### src/rtl/audio_out_pkg.sv
// Shared register map, bit positions and status word layout for audio_out_driver.
package audio_out_pkg;

  localparam logic [1:0] ADDR_DATA     = 2'd0;
  localparam logic [1:0] ADDR_STATUS   = 2'd1;
  localparam logic [1:0] ADDR_CTRL     = 2'd2;
  localparam logic [1:0] ADDR_UNDERRUN = 2'd3;

  localparam int STAT_EMPTY    = 8;
  localparam int STAT_FULL     = 9;
  localparam int STAT_OVERFLOW = 10;

  localparam int CTRL_IRQ_EN = 0;
  localparam int CTRL_FLUSH  = 1;

  typedef struct packed {
    logic [20:0] rsvd_hi;
    logic        overflow;
    logic        full;
    logic        empty;
    logic [1:0]  rsvd_lo;
    logic [5:0]  count;
  } status_t;

endpackage

### src/rtl/audio_out_fifo.sv
// First-word-fall-through FIFO; head is valid whenever empty is low.
module audio_out_fifo
  import audio_out_pkg::*;
#(
  parameter int WIDTH = 28,
  parameter int DEPTH = 16
) (
  input  logic                     clk,
  input  logic                     rst,
  input  logic                     push,
  input  logic [WIDTH-1:0]         din,
  input  logic                     pop,
  input  logic                     flush,
  output logic [$clog2(DEPTH):0]   count,
  output logic [$clog2(DEPTH):0]   count_next,
  output logic                     empty,
  output logic                     full,
  output logic [WIDTH-1:0]         head
);

  localparam int AW = $clog2(DEPTH);
  localparam logic [AW:0] FULL_CNT = (AW+1)'(DEPTH);

  logic [WIDTH-1:0] mem [DEPTH];
  logic [AW-1:0]    wr_ptr;
  logic [AW-1:0]    rd_ptr;
  logic             pop_ok;
  logic             push_ok;

  assign empty   = (count == '0);
  assign full    = (count == FULL_CNT);
  assign head    = mem[rd_ptr];
  // A full FIFO still takes a push when the head leaves in the same cycle.
  assign pop_ok  = pop & ~empty & ~flush;
  assign push_ok = push & ~flush & (~full | pop_ok);

  always_comb begin
    count_next = count;
    if (flush) begin
      count_next = '0;
    end else begin
      case ({push_ok, pop_ok})
        2'b10:   count_next = count + (AW+1)'(1);
        2'b01:   count_next = count - (AW+1)'(1);
        default: count_next = count;
      endcase
    end
  end

  always_ff @(posedge clk or posedge rst) begin
    if (rst) begin
      wr_ptr <= '0;
      rd_ptr <= '0;
      count  <= '0;
      for (int i = 0; i < DEPTH; i++) mem[i] <= '0;
    end else begin
      count <= count_next;
      if (flush) begin
        wr_ptr <= '0;
        rd_ptr <= '0;
      end else begin
        if (push_ok) begin
          mem[wr_ptr] <= din;
          wr_ptr      <= wr_ptr + AW'(1);
        end
        if (pop_ok) rd_ptr <= rd_ptr + AW'(1);
      end
    end
  end

endmodule

### src/rtl/audio_out_driver.sv
// Avalon-MM sample writes buffered into an Avalon-ST source with refill irq.
// Optional underrun counter at address 3 enabled by AUDIO_OUT_UNDERRUN_CNT_EN.
module audio_out_driver
  import audio_out_pkg::*;
#(
  parameter int DATA_SIZE  = 28,
  parameter int FIFO_DEPTH = 16,
  parameter int LOW_WM     = 4
) (
  input  logic                 clk,
  input  logic                 rst,
  input  logic                 chipselect,
  input  logic [1:0]           address,
  input  logic                 read,
  input  logic                 write,
  input  logic [31:0]          writedata,
  output logic [31:0]          read_data,
  output logic                 source_valid,
  output logic [DATA_SIZE-1:0] source_data,
  input  logic                 source_ready,
  output logic                 irq
);

  localparam int CW = $clog2(FIFO_DEPTH) + 1;

  logic [CW-1:0] count;
  logic [CW-1:0] count_next;
  logic          empty;
  logic          full;
  logic          irq_en;
  logic          irq_en_next;
  logic          overflow;
  logic          data_wr;
  logic          stat_wr;
  logic          ctrl_wr;
  logic          flush;
  logic          mm_rd;
  logic          overflow_set;
  status_t       status;
  logic [31:0]   underrun_word;

  assign data_wr = chipselect & write & (address == ADDR_DATA);
  assign stat_wr = chipselect & write & (address == ADDR_STATUS);
  assign ctrl_wr = chipselect & write & (address == ADDR_CTRL);
  assign mm_rd   = chipselect & read;
  assign flush   = ctrl_wr & writedata[CTRL_FLUSH];

  audio_out_fifo #(.WIDTH(DATA_SIZE), .DEPTH(FIFO_DEPTH)) u_fifo (
    .clk        (clk),
    .rst        (rst),
    .push       (data_wr),
    .din        (writedata[DATA_SIZE-1:0]),
    .pop        (source_ready),
    .flush      (flush),
    .count      (count),
    .count_next (count_next),
    .empty      (empty),
    .full       (full),
    .head       (source_data)
  );

  assign source_valid = ~empty;
  // Dropped only when nothing leaves to make room this cycle.
  assign overflow_set = data_wr & full & ~(source_ready & ~empty) & ~flush;
  assign irq_en_next  = ctrl_wr ? writedata[CTRL_IRQ_EN] : irq_en;

  always_comb begin
    status          = '0;
    status.count    = 6'(count);
    status.empty    = empty;
    status.full     = full;
    status.overflow = overflow;
  end

`ifdef AUDIO_OUT_UNDERRUN_CNT_EN
  logic [15:0] underrun;

  always_ff @(posedge clk or posedge rst) begin
    if (rst) begin
      underrun <= '0;
    end else if (chipselect & write & (address == ADDR_UNDERRUN)) begin
      underrun <= '0;
    end else if (source_ready & empty & (underrun != 16'hFFFF)) begin
      underrun <= underrun + 16'd1;
    end
  end

  assign underrun_word = {16'd0, underrun};
`else
  assign underrun_word = 32'd0;
`endif

  always_ff @(posedge clk or posedge rst) begin
    if (rst) begin
      read_data <= '0;
      irq_en    <= 1'b0;
      irq       <= 1'b0;
      overflow  <= 1'b0;
    end else begin
      irq_en <= irq_en_next;
      irq    <= irq_en_next & (count_next <= CW'(LOW_WM));
      if (overflow_set) begin
        overflow <= 1'b1;
      end else if (stat_wr & writedata[STAT_OVERFLOW]) begin
        overflow <= 1'b0;
      end
      if (mm_rd) begin
        case (address)
          ADDR_STATUS:   read_data <= status;
          ADDR_CTRL:     read_data <= {31'd0, irq_en};
          ADDR_UNDERRUN: read_data <= underrun_word;
          default:       read_data <= 32'd0;
        endcase
      end
    end
  end

endmodule

### config.mk
export PLATFORM = sky130hd
export DESIGN_NAME = audio_out_driver
export DESIGN_NICKNAME = d
export VERILOG_FILES = /design/src/rtl/audio_out_pkg.sv /design/src/rtl/audio_out_fifo.sv /design/src/rtl/audio_out_driver.sv
export SDC_FILE = /design/constraint.sdc
export NUM_CORES = 1
export LEC_CHECK = 0
export ABC_AREA = 1
export ABC_CLOCK_PERIOD_IN_PS = 35600
export CORE_ASPECT_RATIO = 1.5
export CORE_MARGIN = 10
export CORE_UTILIZATION = 60
export DETAILED_ROUTE_END_ITERATION = 10
export PLACE_DENSITY = 0.83
export SETUP_SLACK_MARGIN = 0.15
export SYNTH_ARGS = -nofsm -noshare
export SYNTH_HDL_FRONTEND = slang
export SYNTH_SLANG_ARGS = --single-unit
### constraint.sdc
create_clock -name clk -period 35.6 [get_ports clk]
set_clock_uncertainty 0.1 [all_clocks]
set_input_delay 5.34 -clock clk [delete_from_list [all_inputs] [get_ports clk]]
set_output_delay 5.34 -clock clk [all_outputs]
set_load 0.005 [all_outputs]
==> out/metrics.csv <==
metric,value,unit
status,"finished, final reports clean",
reg2reg start,u_fifo.count[4],
DRC Markers,0,
Setup crit end,source_data[27],
Core Region,35800,sq um
synth top area cells,"dfrtp_1 54%, nand2_1 8.7%, o21ai_0 6.5%, o21ai_1 5.9%, mux2i_1 4.0%",
router iterations before antenna repair,6,
Crit. End Element,output port,
reg2reg end,u_fifo.mem[195],
final hold vios,0,
fin util,65.6,%
CTS tree,yes,
gpl congestion,0.843,
Routed wire per std cell,20.5,um
Antenna Cells,0,
IO Port Bufs,73,
global-route wire length before repair,91600,um
RSZ-0062 raised after global routing,false,
CTS Sinks,472,
Die H,253,um
R2R Setup Slk,32.78,ns
htree depth,2,
placed cells,2717,
"Reg clk slew, reported paths",0.07,ns
synthesized area per cell,9.23,sq um
P_leak,10.7,nW
io pins,102,
Final Max Tran Viols,0,
layout cells sized above 1,6.90,%
GRT Total Usage,25.5,%
Critical Path Start Type,flop,
Hold Crit Class,flop to flop,
Final #Nets,2337,
Seq cells post-synth,472,
# setup viols final,0,
Finished Layout Cells,2798,
pin count of the biggest net entering global routing,197,
Iteration-0 DRC Markers,2463,
Crit. Startpoint,u_fifo.rd_ptr[1],
Mapped Area,21700,sq um
total CTS buffers,44,
clk_lat worst skew,0.55,ns
initial antenna violation count,0,
sequential fraction of the synthesis area,54.4,%
vias in the first global route,17300,
Setup TNS,0,ns
worst r2r path cells,8,
yosys warns,0,
Clock Path Buffers,3,
die width,175,um
Tmin final,9.80,ns
num rows,85,
post_cts resized,0,
Starting Density,60.6,%
critical path class,flop to output port,
CP max FO,122,
Layout area overhead,8.25,%
slew margin rel.,15.3,%
DR vias,17700,
Post-CTS Setup Inserts,0,
maximum VDD drop,0.0000677,V
Cells after Synth,2354,
PwrDens,73.7,nW/um^2
Routed Antenna Nets,0,
CP arrival,4.36,ns
Worst Path Required,30.16,ns
hold buffers post-CTS,0,
Worst Max-Slew Pin Slew,1.27,ns
total gr overflow,0,
f_max,102,MHz
Total Wirelength,57300,um
die area,44400,sq um
Synth cell types,37,
vias per std cell,6.31,
largest area contributor in the netlist,dfrtp_1,
share of the synthesized area in the top cell type,54.4,%
max cap viols,0,
Root Driver,clkbuf_16,
DPL Wire Length,30500,um
Final period util,27.5,%
placed cells by master, fill, tap and decap left out, types with 11 or more instances in the layout:
master	n
nand2_1	505
dfrtp_1	469
o21ai_0	282
o21ai_1	258
nor2_1	171
mux2i_1	87
o221ai_1	87
clkdlybuf4s50_1	73
inv_1	56
nand3_1	52
clkbuf_16	45
o21ai_2	39
conb_1	24
o32ai_1	22
o211ai_1	22
buf_4	21
clkbuf_1	14
ha_1	11
critical path: stages (launching register included):
cell	delay, ns
dfrtp_4	1.26
buf_4	0.98
o21ai_0	0.22
o221ai_1	0.24
o211ai_1	0.14
nand2_1	0.29
clkdlybuf4s50_1	0.56
where the power goes:
group	internal, mW	switching (mW)	total, mW
Sequential	0.653	0.0946	0.748
Clock	0.258	0.202	0.460
Combinational	0.213	0.313	0.526
Total	1.12	0.609	1.73
flip-flops by register name, indices dropped and copies added (netlist names):
| name | cells |
|---|---|
| irq | 1 |
| irq_en | 1 |
| overflow | 1 |
| read_data | 8 |
| u_fifo.count | 5 |
| u_fifo.mem | 448 |
| u_fifo.rd_ptr | 4 |
| u_fifo.wr_ptr | 4 |
kinds of logic after synthesis:
family                   Yosys count  synth area share (%)
AND/OR/NAND/NOR                  767                  14.4
multiplexers                      87                  4.01
other                              1                0.0173
XOR/XNOR                           1                0.0403
buffers and inverters            295                  7.05
adder cells (fa/ha/maj)           12                 0.726
AO/OA/AOI/OAI                    719                  19.4
flip-flops                       472                  54.4
worst min-delay path by stage:
stage                     from         endpoint  slack, ns  depth (start not counted)
3_5_place_dp    u_fifo.mem[90]   u_fifo.mem[90]       0.37                          2
5_1_grt         u_fifo.mem[74]   u_fifo.mem[74]       0.40                          2
4_1_cts         u_fifo.mem[90]   u_fifo.mem[90]       0.38                          2
2_1_floorplan  u_fifo.mem[167]  u_fifo.mem[167]       0.35                          2
6_report        u_fifo.mem[94]   u_fifo.mem[94]       0.38                          2
3_3_place_gp    u_fifo.mem[33]   u_fifo.mem[33]       0.36                          2
cell type report:
class	instances	area, sq um
Sequential cell	472	11800
Inverter	61	241
Timing Repair Buffer	96	928
Tap cell	478	598
Clock inverter	14	111
Clock buffer	67	1290
Multi-Input combinational cell	1610	8530
Fill cell	2751	12300
per-stage QoR:
stage	cell area, sq um	total power [mW]	hold slack (ns)	setup WS [ns]
after floorplan	21800	1.08	0.348	16.99
after global placement	22100	1.24	0.361	26.57
after global routing	23500	1.83	0.395	25.65
after CTS	23500	1.73	0.381	25.94
final	23500	1.73	0.381	25.80
after detailed placement	22100	1.27	0.366	26.56
Yosys cell counts, drive strengths merged:
library cell	instances
o22ai	3
dfrtp	472
o32ai	22
a32o	1
fa	1
nand3	61
nor3b	2
nor2	176
nand2	509
o211ai	22
nand4	13
a21oi	4
nor3	6
mux2i	87
inv	61
buf	137
o21ai	579
xor2	1
ha	11
o221ai	87
conb	1
clkbuf	97
a22o	1
layer usage:
metal	wire length, um	part of all wire [%]	track usage, %
met5	0	0	0
met2	28000	49	42.1
met1	21500	37	32.4
met3	5290	9.2	4.08
met4	2520	4.4	12.2
(Power assumes the default switching activity.)
